<file path="src/rtl/vga_timing_pkg.sv">
// 640x480@60 timing constants and the move-speed encoding shared by the
// VGA sync generator and its tick divider.
package vga_timing_pkg;

  localparam int COUNT_W = 10;

  localparam logic [COUNT_W-1:0] H_VISIBLE_DEF    = 10'd640;
  localparam logic [COUNT_W-1:0] H_SYNC_START_DEF = 10'd656;
  localparam logic [COUNT_W-1:0] H_SYNC_END_DEF   = 10'd752;
  localparam logic [COUNT_W-1:0] H_MAX_DEF        = 10'd799;
  localparam logic [COUNT_W-1:0] V_VISIBLE_DEF    = 10'd480;
  localparam logic [COUNT_W-1:0] V_SYNC_START_DEF = 10'd490;
  localparam logic [COUNT_W-1:0] V_SYNC_END_DEF   = 10'd492;
  localparam logic [COUNT_W-1:0] V_MAX_DEF        = 10'd524;

  typedef enum logic [1:0] {
    SPEED_8 = 2'd0,
    SPEED_4 = 2'd1,
    SPEED_2 = 2'd2,
    SPEED_1 = 2'd3
  } speed_sel_e;

  // Frames per move for each speed setting.
  function automatic logic [3:0] speed_divisor(input speed_sel_e sel);
    logic [3:0] div;
    case (sel)
      SPEED_8: div = 4'd8;
      SPEED_4: div = 4'd4;
      SPEED_2: div = 4'd2;
      SPEED_1: div = 4'd1;
      default: div = 4'd8;
    endcase
    return div;
  endfunction

endpackage

</file>
<file path="src/rtl/vga_sync_gen_if.sv">
// Count inputs and video/strobe outputs of the VGA sync generator.
interface vga_sync_gen_if;
  import vga_timing_pkg::*;

  logic [COUNT_W-1:0] h_count;
  logic [COUNT_W-1:0] v_count;
  logic [1:0]         speed_sel;
  logic               hsync;
  logic               vsync;
  logic               display_en;
  logic [COUNT_W-1:0] pixel_x;
  logic [COUNT_W-1:0] pixel_y;
  logic               frame_tick;
  logic               move_tick;
  logic               range_err;

  modport master (
    output h_count, v_count, speed_sel,
    input  hsync, vsync, display_en, pixel_x, pixel_y,
    input  frame_tick, move_tick, range_err
  );

  modport slave (
    input  h_count, v_count, speed_sel,
    output hsync, vsync, display_en, pixel_x, pixel_y,
    output frame_tick, move_tick, range_err
  );
endinterface

</file>
<file path="src/rtl/tick_divider.sv">
// Counts frame events and emits a move strobe every N frames, N chosen by
// speed_sel at each frame event.
module tick_divider
  import vga_timing_pkg::*;
(
  input  logic       clk,
  input  logic       rst_n,
  input  logic       frame_event,
  input  speed_sel_e speed_sel,
  output logic       move_tick
);

  logic [2:0] count_reg;
  logic       move_tick_reg;
  logic [3:0] last_idx;

  assign last_idx = speed_divisor(speed_sel) - 4'd1;

  // Using >= rather than == lets a speed-up take effect on the very next frame.
  always_ff @(posedge clk or negedge rst_n) begin
    if (!rst_n) begin
      count_reg     <= 3'd0;
      move_tick_reg <= 1'b0;
    end else begin
      move_tick_reg <= 1'b0;
      if (frame_event) begin
        if ({1'b0, count_reg} >= last_idx) begin
          move_tick_reg <= 1'b1;
          count_reg     <= 3'd0;
        end else begin
          count_reg <= count_reg + 3'd1;
        end
      end
    end
  end

  assign move_tick = move_tick_reg;

endmodule

</file>
<file path="src/rtl/vga_sync_gen.sv">
// Registered VGA sync/display-enable decode from free-running h/v counts,
// plus frame-start and game-move strobes.
module vga_sync_gen
  import vga_timing_pkg::*;
#(
  parameter logic [COUNT_W-1:0] H_VISIBLE    = H_VISIBLE_DEF,
  parameter logic [COUNT_W-1:0] H_SYNC_START = H_SYNC_START_DEF,
  parameter logic [COUNT_W-1:0] H_SYNC_END   = H_SYNC_END_DEF,
  parameter logic [COUNT_W-1:0] H_MAX        = H_MAX_DEF,
  parameter logic [COUNT_W-1:0] V_VISIBLE    = V_VISIBLE_DEF,
  parameter logic [COUNT_W-1:0] V_SYNC_START = V_SYNC_START_DEF,
  parameter logic [COUNT_W-1:0] V_SYNC_END   = V_SYNC_END_DEF,
  parameter logic [COUNT_W-1:0] V_MAX        = V_MAX_DEF,
  parameter logic               SYNC_POL     = 1'b0
) (
  input logic           clk,
  input logic           rst_n,
  vga_sync_gen_if.slave vid
);

  logic [COUNT_W-1:0] h;
  logic [COUNT_W-1:0] v;
  logic               range_bad;
  logic               h_sync_act;
  logic               v_sync_act;
  logic               visible;
  logic               at_origin;
  logic               frame_event;
  logic [COUNT_W-1:0] pixel_x_next;
  logic [COUNT_W-1:0] pixel_y_next;

  logic               hsync_reg;
  logic               vsync_reg;
  logic               display_en_reg;
  logic [COUNT_W-1:0] pixel_x_reg;
  logic [COUNT_W-1:0] pixel_y_reg;
  logic               frame_tick_reg;
  logic               range_err_reg;
  logic               prev_origin_reg;

  assign h = vid.h_count;
  assign v = vid.v_count;

  always_comb begin
    range_bad   = (h > H_MAX) || (v > V_MAX);
    h_sync_act  = !range_bad && (h >= H_SYNC_START) && (h < H_SYNC_END);
    v_sync_act  = !range_bad && (v >= V_SYNC_START) && (v < V_SYNC_END);
    visible     = !range_bad && (h < H_VISIBLE) && (v < V_VISIBLE);
    at_origin   = (h == '0) && (v == '0);
    // Edge-detect so a count held at (0,0) yields a single pulse.
    frame_event = at_origin && !prev_origin_reg;
  end

  genvar gi;
  generate
    for (gi = 0; gi < COUNT_W; gi++) begin : g_pix
      assign pixel_x_next[gi] = h[gi] & visible;
      assign pixel_y_next[gi] = v[gi] & visible;
    end
  endgenerate

  always_ff @(posedge clk or negedge rst_n) begin
    if (!rst_n) begin
      hsync_reg       <= ~SYNC_POL;
      vsync_reg       <= ~SYNC_POL;
      display_en_reg  <= 1'b0;
      pixel_x_reg     <= '0;
      pixel_y_reg     <= '0;
      frame_tick_reg  <= 1'b0;
      range_err_reg   <= 1'b0;
      // Starting "at origin" keeps release-from-reset from looking like a frame start.
      prev_origin_reg <= 1'b1;
    end else begin
      hsync_reg       <= h_sync_act ? SYNC_POL : ~SYNC_POL;
      vsync_reg       <= v_sync_act ? SYNC_POL : ~SYNC_POL;
      display_en_reg  <= visible;
      pixel_x_reg     <= pixel_x_next;
      pixel_y_reg     <= pixel_y_next;
      frame_tick_reg  <= frame_event;
      range_err_reg   <= range_err_reg | range_bad;
      prev_origin_reg <= at_origin;
    end
  end

  tick_divider u_tick_divider (
    .clk         (clk),
    .rst_n       (rst_n),
    .frame_event (frame_event),
    .speed_sel   (speed_sel_e'(vid.speed_sel)),
    .move_tick   (vid.move_tick)
  );

  assign vid.hsync      = hsync_reg;
  assign vid.vsync      = vsync_reg;
  assign vid.display_en = display_en_reg;
  assign vid.pixel_x    = pixel_x_reg;
  assign vid.pixel_y    = pixel_y_reg;
  assign vid.frame_tick = frame_tick_reg;
  assign vid.range_err  = range_err_reg;

endmodule

</file>
<file path="src/flat_wrapper.sv">
// flat-port wrapper written by rule: the top's interface ports become plain ports
module vga_sync_gen_flat import vga_timing_pkg::*;
#(
  parameter logic [COUNT_W-1:0] H_VISIBLE    = H_VISIBLE_DEF,
  parameter logic [COUNT_W-1:0] H_SYNC_START = H_SYNC_START_DEF,
  parameter logic [COUNT_W-1:0] H_SYNC_END   = H_SYNC_END_DEF,
  parameter logic [COUNT_W-1:0] H_MAX        = H_MAX_DEF,
  parameter logic [COUNT_W-1:0] V_VISIBLE    = V_VISIBLE_DEF,
  parameter logic [COUNT_W-1:0] V_SYNC_START = V_SYNC_START_DEF,
  parameter logic [COUNT_W-1:0] V_SYNC_END   = V_SYNC_END_DEF,
  parameter logic [COUNT_W-1:0] V_MAX        = V_MAX_DEF,
  parameter logic               SYNC_POL     = 1'b0
)
  (clk, rst_n, vid_h_count, vid_v_count, vid_speed_sel, vid_hsync, vid_vsync, vid_display_en, vid_pixel_x, vid_pixel_y, vid_frame_tick, vid_move_tick, vid_range_err);
  vga_sync_gen_if vid_i ();
  input logic clk;
  input logic rst_n;
  input wire logic [$bits(vid_i.h_count)-1:0] vid_h_count;
  input wire logic [$bits(vid_i.v_count)-1:0] vid_v_count;
  input wire logic [$bits(vid_i.speed_sel)-1:0] vid_speed_sel;
  output wire logic [$bits(vid_i.hsync)-1:0] vid_hsync;
  output wire logic [$bits(vid_i.vsync)-1:0] vid_vsync;
  output wire logic [$bits(vid_i.display_en)-1:0] vid_display_en;
  output wire logic [$bits(vid_i.pixel_x)-1:0] vid_pixel_x;
  output wire logic [$bits(vid_i.pixel_y)-1:0] vid_pixel_y;
  output wire logic [$bits(vid_i.frame_tick)-1:0] vid_frame_tick;
  output wire logic [$bits(vid_i.move_tick)-1:0] vid_move_tick;
  output wire logic [$bits(vid_i.range_err)-1:0] vid_range_err;
  assign vid_i.h_count = vid_h_count;
  assign vid_i.v_count = vid_v_count;
  assign vid_i.speed_sel = vid_speed_sel;
  assign vid_hsync = vid_i.hsync;
  assign vid_vsync = vid_i.vsync;
  assign vid_display_en = vid_i.display_en;
  assign vid_pixel_x = vid_i.pixel_x;
  assign vid_pixel_y = vid_i.pixel_y;
  assign vid_frame_tick = vid_i.frame_tick;
  assign vid_move_tick = vid_i.move_tick;
  assign vid_range_err = vid_i.range_err;
  vga_sync_gen #(.H_VISIBLE(H_VISIBLE), .H_SYNC_START(H_SYNC_START), .H_SYNC_END(H_SYNC_END), .H_MAX(H_MAX), .V_VISIBLE(V_VISIBLE), .V_SYNC_START(V_SYNC_START), .V_SYNC_END(V_SYNC_END), .V_MAX(V_MAX), .SYNC_POL(SYNC_POL)) u_core (.clk(clk), .rst_n(rst_n), .vid(vid_i));
endmodule
</file>
<file path="config.mk">
export PLATFORM = sky130hd
export DESIGN_NAME = vga_sync_gen_flat
export DESIGN_NICKNAME = d
export VERILOG_FILES = /design/src/rtl/vga_timing_pkg.sv /design/src/rtl/vga_sync_gen_if.sv /design/src/rtl/tick_divider.sv /design/src/rtl/vga_sync_gen.sv /design/src/flat_wrapper.sv
export SDC_FILE = /design/constraint.sdc
export NUM_CORES = 1
export LEC_CHECK = 0
export CAP_MARGIN = 40
export CORE_ASPECT_RATIO = 1.2
export CORE_MARGIN = 1.5
export CORE_UTILIZATION = 47
export CTS_BUF_LIST = sky130_fd_sc_hd__clkbuf_4
export CTS_CLUSTER_SIZE = 25
export DETAILED_ROUTE_END_ITERATION = 6
export PLACE_DENSITY_LB_ADDON = 0.12
export SYNTH_ARGS = -nofsm -noshare
export SYNTH_HDL_FRONTEND = slang
export SYNTH_SLANG_ARGS = --single-unit
</file>
<file path="constraint.sdc">
create_clock -name clk -period 4 [get_ports clk]
set_clock_uncertainty 0.1 [all_clocks]
set_input_delay 0.4 -clock clk [delete_from_list [all_inputs] [get_ports clk]]
set_output_delay 0.4 -clock clk [all_outputs]
set_load 0.01 [all_outputs]
</file>
### Word level (Yosys, flattened, before mapping)

Cells that the tools add are included.

* output and inout bits: 26
* register bits after elaboration: 30
* input bits: 24
* logic and storage cells: 65

* order comparisons: 9
* equality and inequality tests: 3
* reductions and logical operators: 14
* mux-type cells: 6
* add/subtract/negate cells: 2
* bitwise gates (word level): 21

Operators by type and width (number)
* $and 1x1->1: 20
* $gt 10x10->1 const B: 2
* $logic_not 10->1: 2
* $lt 10x10->1 const B: 2
* $lt 10x9->1 const B: 2
* $pmux 4 s4: 1
* $ge 10x10->1 const B: 1
* $ge 10x9->1 const B: 1
* $logic_and 1x1->1: 8
* $eq 2x2->1 const B: 2
* $ge 3x4->1: 1
* $mux 1: 4
* $sub 4x1->4 const B: 1
* $add 3x1->3 const B: 1
* $mux 3: 1
* $eq 2x1->1 const B: 1
* $logic_not 1->1: 2
* $logic_not 2->1: 1
* $logic_or 1x1->1: 1
* $or 1x1->1: 1

### Logic depth before layout (Yosys ltp)

Gate-level depths: netlist of the first run.

* word-level depth: 6
* depth in mapped cells: 7
* depth with buffers taken out: 7

### Cells and area by module

A second synthesis of the first run with hierarchy kept.

* cell total of the unflattened synthesis: 100
* area total of the unflattened synthesis: 1222.4 um2

By module, submodules not included
* vga_sync_gen: area each 947.2 um2, seq. area each 654.4 um2, instances 1, cells an instance 74
* tick_divider: area each 275.3 um2, seq. area each 100.1 um2, instances 1, cells an instance 26

### Worst setup path before layout of the first run

Ideal clock, no wire load.

* kind: in2reg
* start: in vid_speed_sel[0]
* end: reg u_core.u_tick_divider.count_reg[2]
* slack: 2241 ps
* stages on the path: 7
* setup time: 101 ps
* arrival time: 1558 ps
* data required time: 3799 ps
* path buffers: 0
* cells stage by stage: nand2_1 ha_1 nand2b_1 a21o_1 a21oi_1 nand2_2 o311ai_2

* longest elaborated chain between the ends: 5
* elaborated cells on any way between the ends: 8
* classes of those cells: add/sub (1); order compare (1); eq/ne (3); mux (2); reduce/logical (1)

Ends and longest elaborated chain
* start: declaration: line flat_wrapper.sv:20 `input wire logic [$bits(vid_i.speed_sel)-1:0] vid_speed_sel;`
* $eq 2x2->1 (tied with other cells): line vga_timing_pkg.sv:26 `case (sel)`
* $pmux 4 s4 *: line vga_timing_pkg.sv:26
* $sub 4x1->4 *: line tick_divider.sv:17 `assign last_idx = speed_divisor(speed_sel) - 4'd1;`
* $ge 3x4->1 *: line tick_divider.sv:27 `if ({1'b0, count_reg} >= last_idx) begin`
* $mux 3 *: line tick_divider.sv:27
* end signal: assignment: line tick_divider.sv:31 `count_reg <= count_reg + 3'd1;`
* end: declaration: line tick_divider.sv:13 `logic [2:0] count_reg;`

Mark *: on every way between the ends. The rest lies on a longest branch, timed or not.
A chain may end at the register's enable or synchronous reset.

### Worst setup path after layout of the first run

* start: in vid_speed_sel[1]
* end: reg u_core.u_tick_divider.count_reg[2]

The elaborated chain is that of the path after synthesis.

==> results.py, run 1 <==
metrics = {
    "die": {
        "initial_utilization_pct": 51.1,
        "die_w_um": 49.2,
        "core_region_area_um2": 2350,
        "die_y_um": 58.4,
        "num_rows": 19,
        "design.die.area_um2": 2870,
        "top_level_ports": 50,
    },
    "sta": {
        "slew_viol_final": 0,
        "final-hold-violation-count": 0,
        "period_needed_ns": 2.07,
        "maxClockFrequency_mhz": 483,
        "finalSetupViolCount": 0,
        "fin_setup_tns_ns": 0,
        "fin_ws_ns": 1.93,
        "unrepaired_setup_endpoints_after_global_routing": "no",
        "min_period_over_period_pct": 51.8,
        "transition_at_the_pin_with_the_smallest_max_transition_slack_ns": 0.675,
        "slew_headroom_pct": 54.6,
        "timing.hold.ws_ns": 0.339,
    },
    "drt": {
        "routed_wirelength_mm": 2.46,
        "drtPass1Iterations": 4,
        "post_drt_wl_per_cell_um": 13.3,
        "detail-route-antenna-nets": 0,
        "via_count": 935,
        "initialDrtViolationCount": 8,
        "drc": 0,
        "route.detailed.vias_per_inst": 5.05,
    },
    "min_path": {
        "min-delay-path-class": "in2async",
    },
    "clock_tree": {
        "cts_tree": "done",
        "htreeDepth": 2,
        "max-clock-path-buffers": 2,
        "clock-root-buffer": "sky130_fd_sc_hd__clkbuf_4",
        "cts_resized": 0,
        "post-cts-setup-buffer-count": 0,
        "clk_transition_reported_paths_ns": 0.09,
        "cts_made_buffers": 5,
        "cts.sinks": 30,
        "postCtsHoldBufs": 0,
        "clock_latency_at_the_later_pin_of_the_worst_skew_pair_ns": 0.33,
    },
    "worst_setup_path": {
        "timing.reg2reg.worst_path_depth": 7,
        "cp_data_arrival_time_ns": 2.20,
        "r2r_start": "u_core.u_tick_divider.count_reg[0]$_DFFE_PN0P_",
        "setup.reg_to_reg.worst_slack_ns": 2.11,
        "critPathKind": "in2reg",
        "regToRegEndpoint": "u_core.u_tick_divider.count_reg[2]$_DFFE_PN0P_",
        "startpoint_type_of_the_worst_setup_path": "input pin",
        "path_max_fanout": 5,
        "setup.worst_path.end_class": "register",
        "worst-endpoint-required_ns": 4.13,
    },
    "final_layout": {
        "final_cell_mix": "sky130_fd_sc_hd__clkdlybuf4s50_1, sky130_fd_sc_hd__dfrtp_1, sky130_fd_sc_hd__and2_1, sky130_fd_sc_hd__nand2_1, sky130_fd_sc_hd__clkbuf_4",
        "design.final.nets": 181,
        "final_common_cell": "sky130_fd_sc_hd__clkdlybuf4s50_1",
        "num_antenna_cells": 0,
        "fraction_of_final_layout_cells_sized_beyond_drive_strength_1_pct": 11.7,
        "area.growth.synth_to_final_pct": 50.8,
        "final_cell_area_um2": 1810,
    },
    "global_routing": {
        "first_pass_grt_wire_length_mm": 4.08,
        "grt_use_total_pct": 19.7,
        "number_of_antenna_violations_at_the_first_check_in_global_routing": 0,
        "first_global_vias": 956,
        "maximum_number_of_pins_on_one_net_before_global_route_repair": 31,
        "global_route.overflow_total": 0,
    },
    "synthesis": {
        "synth-main-ff-cell": "sky130_fd_sc_hd__dfrtp_1",
        "synthesized_instance_count": 98,
        "synth.yosys.warnings": 0,
        "synthesis.area_um2": 1200,
        "mappedNetlistNets": 126,
        "ys_types": 30,
        "postSynth.asyncResetShare_pct": 100,
        "ys_seq_elements": 30,
        "avg_inst_size_synth_um2": 12.3,
        "synth_sequential_area_ratio_pct": 62.7,
        "synth_enable_flop_cells": 0,
    },
    "pwr": {
        "power.net_switching_uw": 138,
        "powerDensity_nw_per_um2": 348,
        "clockPowerShare_pct": 36.4,
        "share_comb_of_total_power_pct": 13.3,
        "p_sw_share_pct": 21.9,
        "share_seq_of_total_power_pct": 50.3,
        "cellInternalPower_uw": 492,
        "peakVddDrop_uv": 412,
        "total_leakage_power_uw": 0.000794,
    },
    "placed_design": {
        "routabilityCongestion": 0.733,
        "placement.cell_area_um2": 1740,
        "io_buffers": 49,
        "dp.final_hpwl_mm": 1.92,
        "dp_slack_ns": 1.59,
    },
    "job": {
        "drv_cap": 0,
    },
    "status": {
        "status": "completed",
    },
}
[Yosys cell counts (2+ instances only)]
library cell / number / area share, %
sky130_fd_sc_hd__and2_1: 19 / 9.9
sky130_fd_sc_hd__clkbuf_1: 3 / 0.94
sky130_fd_sc_hd__dfrtp_1: 27 / 56
sky130_fd_sc_hd__dfstp_2: 3 / 6.6
sky130_fd_sc_hd__ha_1: 4 / 4.2
sky130_fd_sc_hd__inv_1: 3 / 0.94
sky130_fd_sc_hd__nand2_1: 5 / 1.6
sky130_fd_sc_hd__nand2b_1: 2 / 1.0
sky130_fd_sc_hd__nand3_1: 3 / 1.2
sky130_fd_sc_hd__nor3_1: 4 / 1.7
sky130_fd_sc_hd__nor4_1: 3 / 1.6
sky130_fd_sc_hd__o21ai_0: 3 / 1.2
sky130_fd_sc_hd__or2_2: 2 / 1.0
[layer usage]
| layer | up-vias | share of wire [%] | GRT usage [%] |
|---|---|---|---|
| met3 | 9 | 6.3 | 6.85 |
| met4 | 0 | 3.0 | 14.7 |
| met1 | 448 | 36 | 19.3 |
| li1 | 442 | - | - |
| met5 | - | 0 | 0 |
| met2 | 36 | 55 | 34.2 |
[power groups by stage]
stage	Combinational [µW]	Clock [µW]	Sequential [µW]
3_3_place_gp	82.9	0	323
3_5_place_dp	84.4	0	323
5_1_grt	90.7	247	318
4_1_cts	84.8	236	317
2_1_floorplan	17.4	0	329
6_report	83.7	230	317
[worst max-delay path by stage]
stage / to / start / cells after the start
5_1_grt: u_core.u_tick_divider.count_reg[2]$_DFFE_PN0P_ / vid_speed_sel[1] / 8
2_1_floorplan: u_core.u_tick_divider.count_reg[2]$_DFFE_PN0P_ / vid_speed_sel[0] / 7
3_3_place_gp: u_core.u_tick_divider.count_reg[2]$_DFFE_PN0P_ / vid_speed_sel[1] / 8
3_5_place_dp: u_core.u_tick_divider.count_reg[2]$_DFFE_PN0P_ / vid_speed_sel[1] / 8
6_report: u_core.u_tick_divider.count_reg[2]$_DFFE_PN0P_ / vid_speed_sel[1] / 8
4_1_cts: u_core.u_tick_divider.count_reg[2]$_DFFE_PN0P_ / vid_speed_sel[1] / 8
[through the flow]
step	total power, µW	instances	util [%]
2_1_floorplan	346	98	-
3_3_place_gp	405	177	73.7
3_5_place_dp	407	177	73.7
4_1_cts	638	185	77.0
5_1_grt	656	185	77.0
6_report	630	185	77.0
[cell type report]
cell class | instances | area, µm²
clock buffers | 5 | 37.5
clock inverters | 3 | 40.0
fillers | 159 | 541
inverters | 3 | 11.3
multi-input cells | 62 | 425
flip-flops and latches | 30 | 754
well taps | 31 | 38.8
repair buffers | 51 | 505
[critical path: stages]
cell and delay, ns:
sky130_fd_sc_hd__clkdlybuf4s50_1 0.50, sky130_fd_sc_hd__nand2_1 0.07, sky130_fd_sc_hd__ha_1 0.26, sky130_fd_sc_hd__nand2b_1 0.14, sky130_fd_sc_hd__a21o_1 0.17, sky130_fd_sc_hd__a21oi_1 0.35, sky130_fd_sc_hd__nand2_2 0.09, sky130_fd_sc_hd__o311ai_2 0.22
[kinds of logic (layout without fill, tap and decap cells)]
group	after synthesis	in the layout	share of synthesized area [%]
and+or+nand+nor	48	48	25.0
DFF	30	30	62.7
AOI/OAI and AO/OA	9	9	5.93
buffers and inverters	6	62	1.87
adders and majority gates	4	4	4.16
other	1	1	0.312
No activity file was read; power rests on OpenSTA's default activity.
==> run 2: changes to the inputs <==
Settings changed: CORE_UTILIZATION 47 to 39.
Clock period 4 ns to 1.65 ns, I/O delays scaled along.
==> run 2 against run 1 <==
  * The run now ends with negative setup slack left
  * Combinational power rose to 2.9 times the previous value
  * Global-route usage down 0.95 points
  * Critical path depth unchanged
  * Final cell count up 13%
  * Core utilization down 7.2 points
  * Die area up 19%
  * Setup slack worse by 2.0 ns
  * Power up 130%
  * Clock power up 83%
  * Critical path type is now reg2reg
  * Critical endpoint is now u_core.u_tick_divider.move_tick$_DFF_PN0_
  * Largest cell class unchanged
  * Highest routed layer unchanged
==> results.py, run 2 (synthesis gave the netlist of run 1 again) <==
metrics = {
    "status": {
        "status": "finished, violations left",
        "failing_checks": "negative setup slack",
    },
    "global_routing": {
        "grt_use_total_pct": 18.7,
        "number_of_antenna_violations_at_the_first_check_in_global_routing": 0,
        "global_route.overflow_total": 0,
        "first_pass_grt_wire_length_mm": 4.48,
        "maximum_number_of_pins_on_one_net_before_global_route_repair": 31,
        "first_global_vias": 1057,
    },
    "final_layout": {
        "fraction_of_final_layout_cells_sized_beyond_drive_strength_1_pct": 27.4,
        "final_cell_mix": "sky130_fd_sc_hd__clkdlybuf4s50_1, sky130_fd_sc_hd__dfrtp_1, sky130_fd_sc_hd__buf_4, sky130_fd_sc_hd__and2_1, sky130_fd_sc_hd__clkbuf_4",
        "utilization_pct": 69.9,
        "area.growth.synth_to_final_pct": 66.4,
        "fill_cells": 228,
        "num_antenna_cells": 0,
        "final-instance-count-excl-fill": 209,
        "final_common_cell": "sky130_fd_sc_hd__clkdlybuf4s50_1",
        "design.final.nets": 202,
    },
    "sta": {
        "timing.hold.ws_ns": 0.117,
        "unrepaired_setup_endpoints_after_global_routing": "yes",
        "maxClockFrequency_mhz": 595,
        "final-hold-violation-count": 0,
        "slew_viol_final": 0,
        "min_period_over_period_pct": 102,
        "fin_ws_ns": -0.0308,
        "period_needed_ns": 1.68,
        "finalSetupViolCount": 2,
    },
    "pwr": {
        "total_leakage_power_uw": 0.000889,
        "powerDensity_nw_per_um2": 714,
        "share_seq_of_total_power_pct": 53.8,
        "cellInternalPower_uw": 1080,
        "peakVddDrop_uv": 567,
        "clockPowerShare_pct": 29.5,
        "share_comb_of_total_power_pct": 16.8,
        "design_power_total_uw": 1430,
        "p_sw_share_pct": 24.2,
        "power.net_switching_uw": 345,
    },
    "die": {
        "die_y_um": 63.8,
        "design.die.area_um2": 3430,
        "top_level_ports": 50,
        "die_w_um": 53.7,
        "core_region_area_um2": 2860,
        "num_rows": 21,
        "initial_utilization_pct": 42.0,
    },
    "drt": {
        "detail-route-antenna-nets": 0,
        "initialDrtViolationCount": 11,
        "drtPass1Iterations": 4,
        "post_drt_wl_per_cell_um": 13.3,
        "route.detailed.vias_per_inst": 4.84,
        "routed_wirelength_mm": 2.79,
        "drc": 0,
        "dr_wl_met2_mm": 1.51,
        "via_count": 1012,
        "wire_length_on_met3_um": 171,
        "dr.max_layer_used": "met4",
        "wl_met1_mm": 1.04,
    },
    "worst_setup_path": {
        "timing.critical_path.slowest_cell_delay_ns": 0.41,
        "timing.critical_path.slowest_stage_cell": "sky130_fd_sc_hd__dfrtp_1",
        "path_buf_inv": 3,
        "cpMostUsedCell": "sky130_fd_sc_hd__buf_4",
        "cp_top_family": "flip-flops",
        "critPathKind": "reg2reg",
        "worst-endpoint-required_ns": 1.78,
        "crit_startpoint": "u_core.u_tick_divider.count_reg[0]$_DFFE_PN0P_",
        "r2r_start": "u_core.u_tick_divider.count_reg[0]$_DFFE_PN0P_",
        "cp_data_arrival_time_ns": 1.81,
        "path_max_fanout": 3,
        "crit_chain": "inv_2, ha_4, nand2b_4, a21o_1, a21oi_2, buf_4, buf_4, nor2b_1",
        "setup.worst_path.end_class": "register",
        "startpoint_type_of_the_worst_setup_path": "register",
    },
    "placed_design": {
        "dpl.cell_count": 197,
        "io_buffers": 49,
        "routabilityCongestion": 0.772,
        "dp_slack_ns": -0.378,
        "dp.final_hpwl_mm": 2.08,
    },
    "clock_tree": {
        "max-clock-path-buffers": 2,
        "clk_transition_reported_paths_ns": 0.09,
        "cts.sinks": 30,
        "postCtsHoldBufs": 0,
        "htreeDepth": 2,
        "clock-root-buffer": "sky130_fd_sc_hd__clkbuf_4",
        "cts_tree": "done",
        "cts_made_buffers": 5,
        "clock_latency_at_the_later_pin_of_the_worst_skew_pair_ns": 0.33,
    },
    "min_path": {
        "min-delay-path-class": "in2async",
    },
    "job": {
        "drv_cap": 0,
    },
}
==> run 2: worst paths after layout <==
path | endpoint | slack [ns] | cells past startpoint
max in group asynchronous | u_core.prev_origin_reg$_DFF_PN1_ | 1.02 | 2
hold / removal | u_core.vid.pixel_y[7]$_DFF_PN0_ | 0.12 | 2
min in group clk | u_core.vid.pixel_x[2]$_DFF_PN0_ | 0.34 | 2
hold reg to reg | u_core.vid.range_err$_DFF_PN0_ | 0.40 | 1
setup / recovery | u_core.u_tick_divider.move_tick$_DFF_PN0_ | -0.03 | 8
setup reg to reg | u_core.u_tick_divider.move_tick$_DFF_PN0_ | -0.03 | 8
==> run 2: through the flow <==
| step | area (µm²) | setup TNS, ns |
|---|---|---|
| after floorplan | 1210 | 0 |
| after global placement | 1870 | -1.49 |
| after detailed placement | 1870 | -1.76 |
| after CTS | 1950 | 0 |
| after global routing | 2000 | -0.206 |
| final | 2000 | -0.0380 |
==> run 2: metal layers <==
| layer | global-route usage [%] | vias to the layer above |
|---|---|---|
| met4 | 10.6 | 0 |
| met5 | 0 | - |
| li1 | - | 487 |
| met2 | 30.9 | 41 |
| met1 | 19.8 | 480 |
| met3 | 6.54 | 4 |
==> run 2: area by class of cell <==
class                      count  area [µm²]  area share (%)
multi-input combinational     62         478            23.9
clock inverter                 2        8.76           0.438
clock buffer                   6        45.0            2.25
inverter                       3        11.3           0.563
sequential                    30         754            37.7
timing repair buffer          72         661            33.0
tap                           34        42.5            2.13
==> run 2: repair_timing <==
item,4_1_cts,5_1_grt
gates resized for setup,6,7
pin swaps,3,5
setup endpoints to repair,6,4
buffers inserted,1,3
hold endpoints to repair,0,0
==> run 2: power groups by stage <==
stage,logic (µW),registers (µW),clock network (µW)
3_3_place_gp,229,782,0
3_5_place_dp,233,783,0
2_1_floorplan,43.4,797,0
5_1_grt,260,771,466
6_report,239,768,421
4_1_cts,236,769,440
==> run 3: changes to the inputs <==
Settings changed: CTS_CLUSTER_SIZE 25 to 8.
==> results of run 3 <==
Final layout, timing and power as in run 2 (identical DEF).
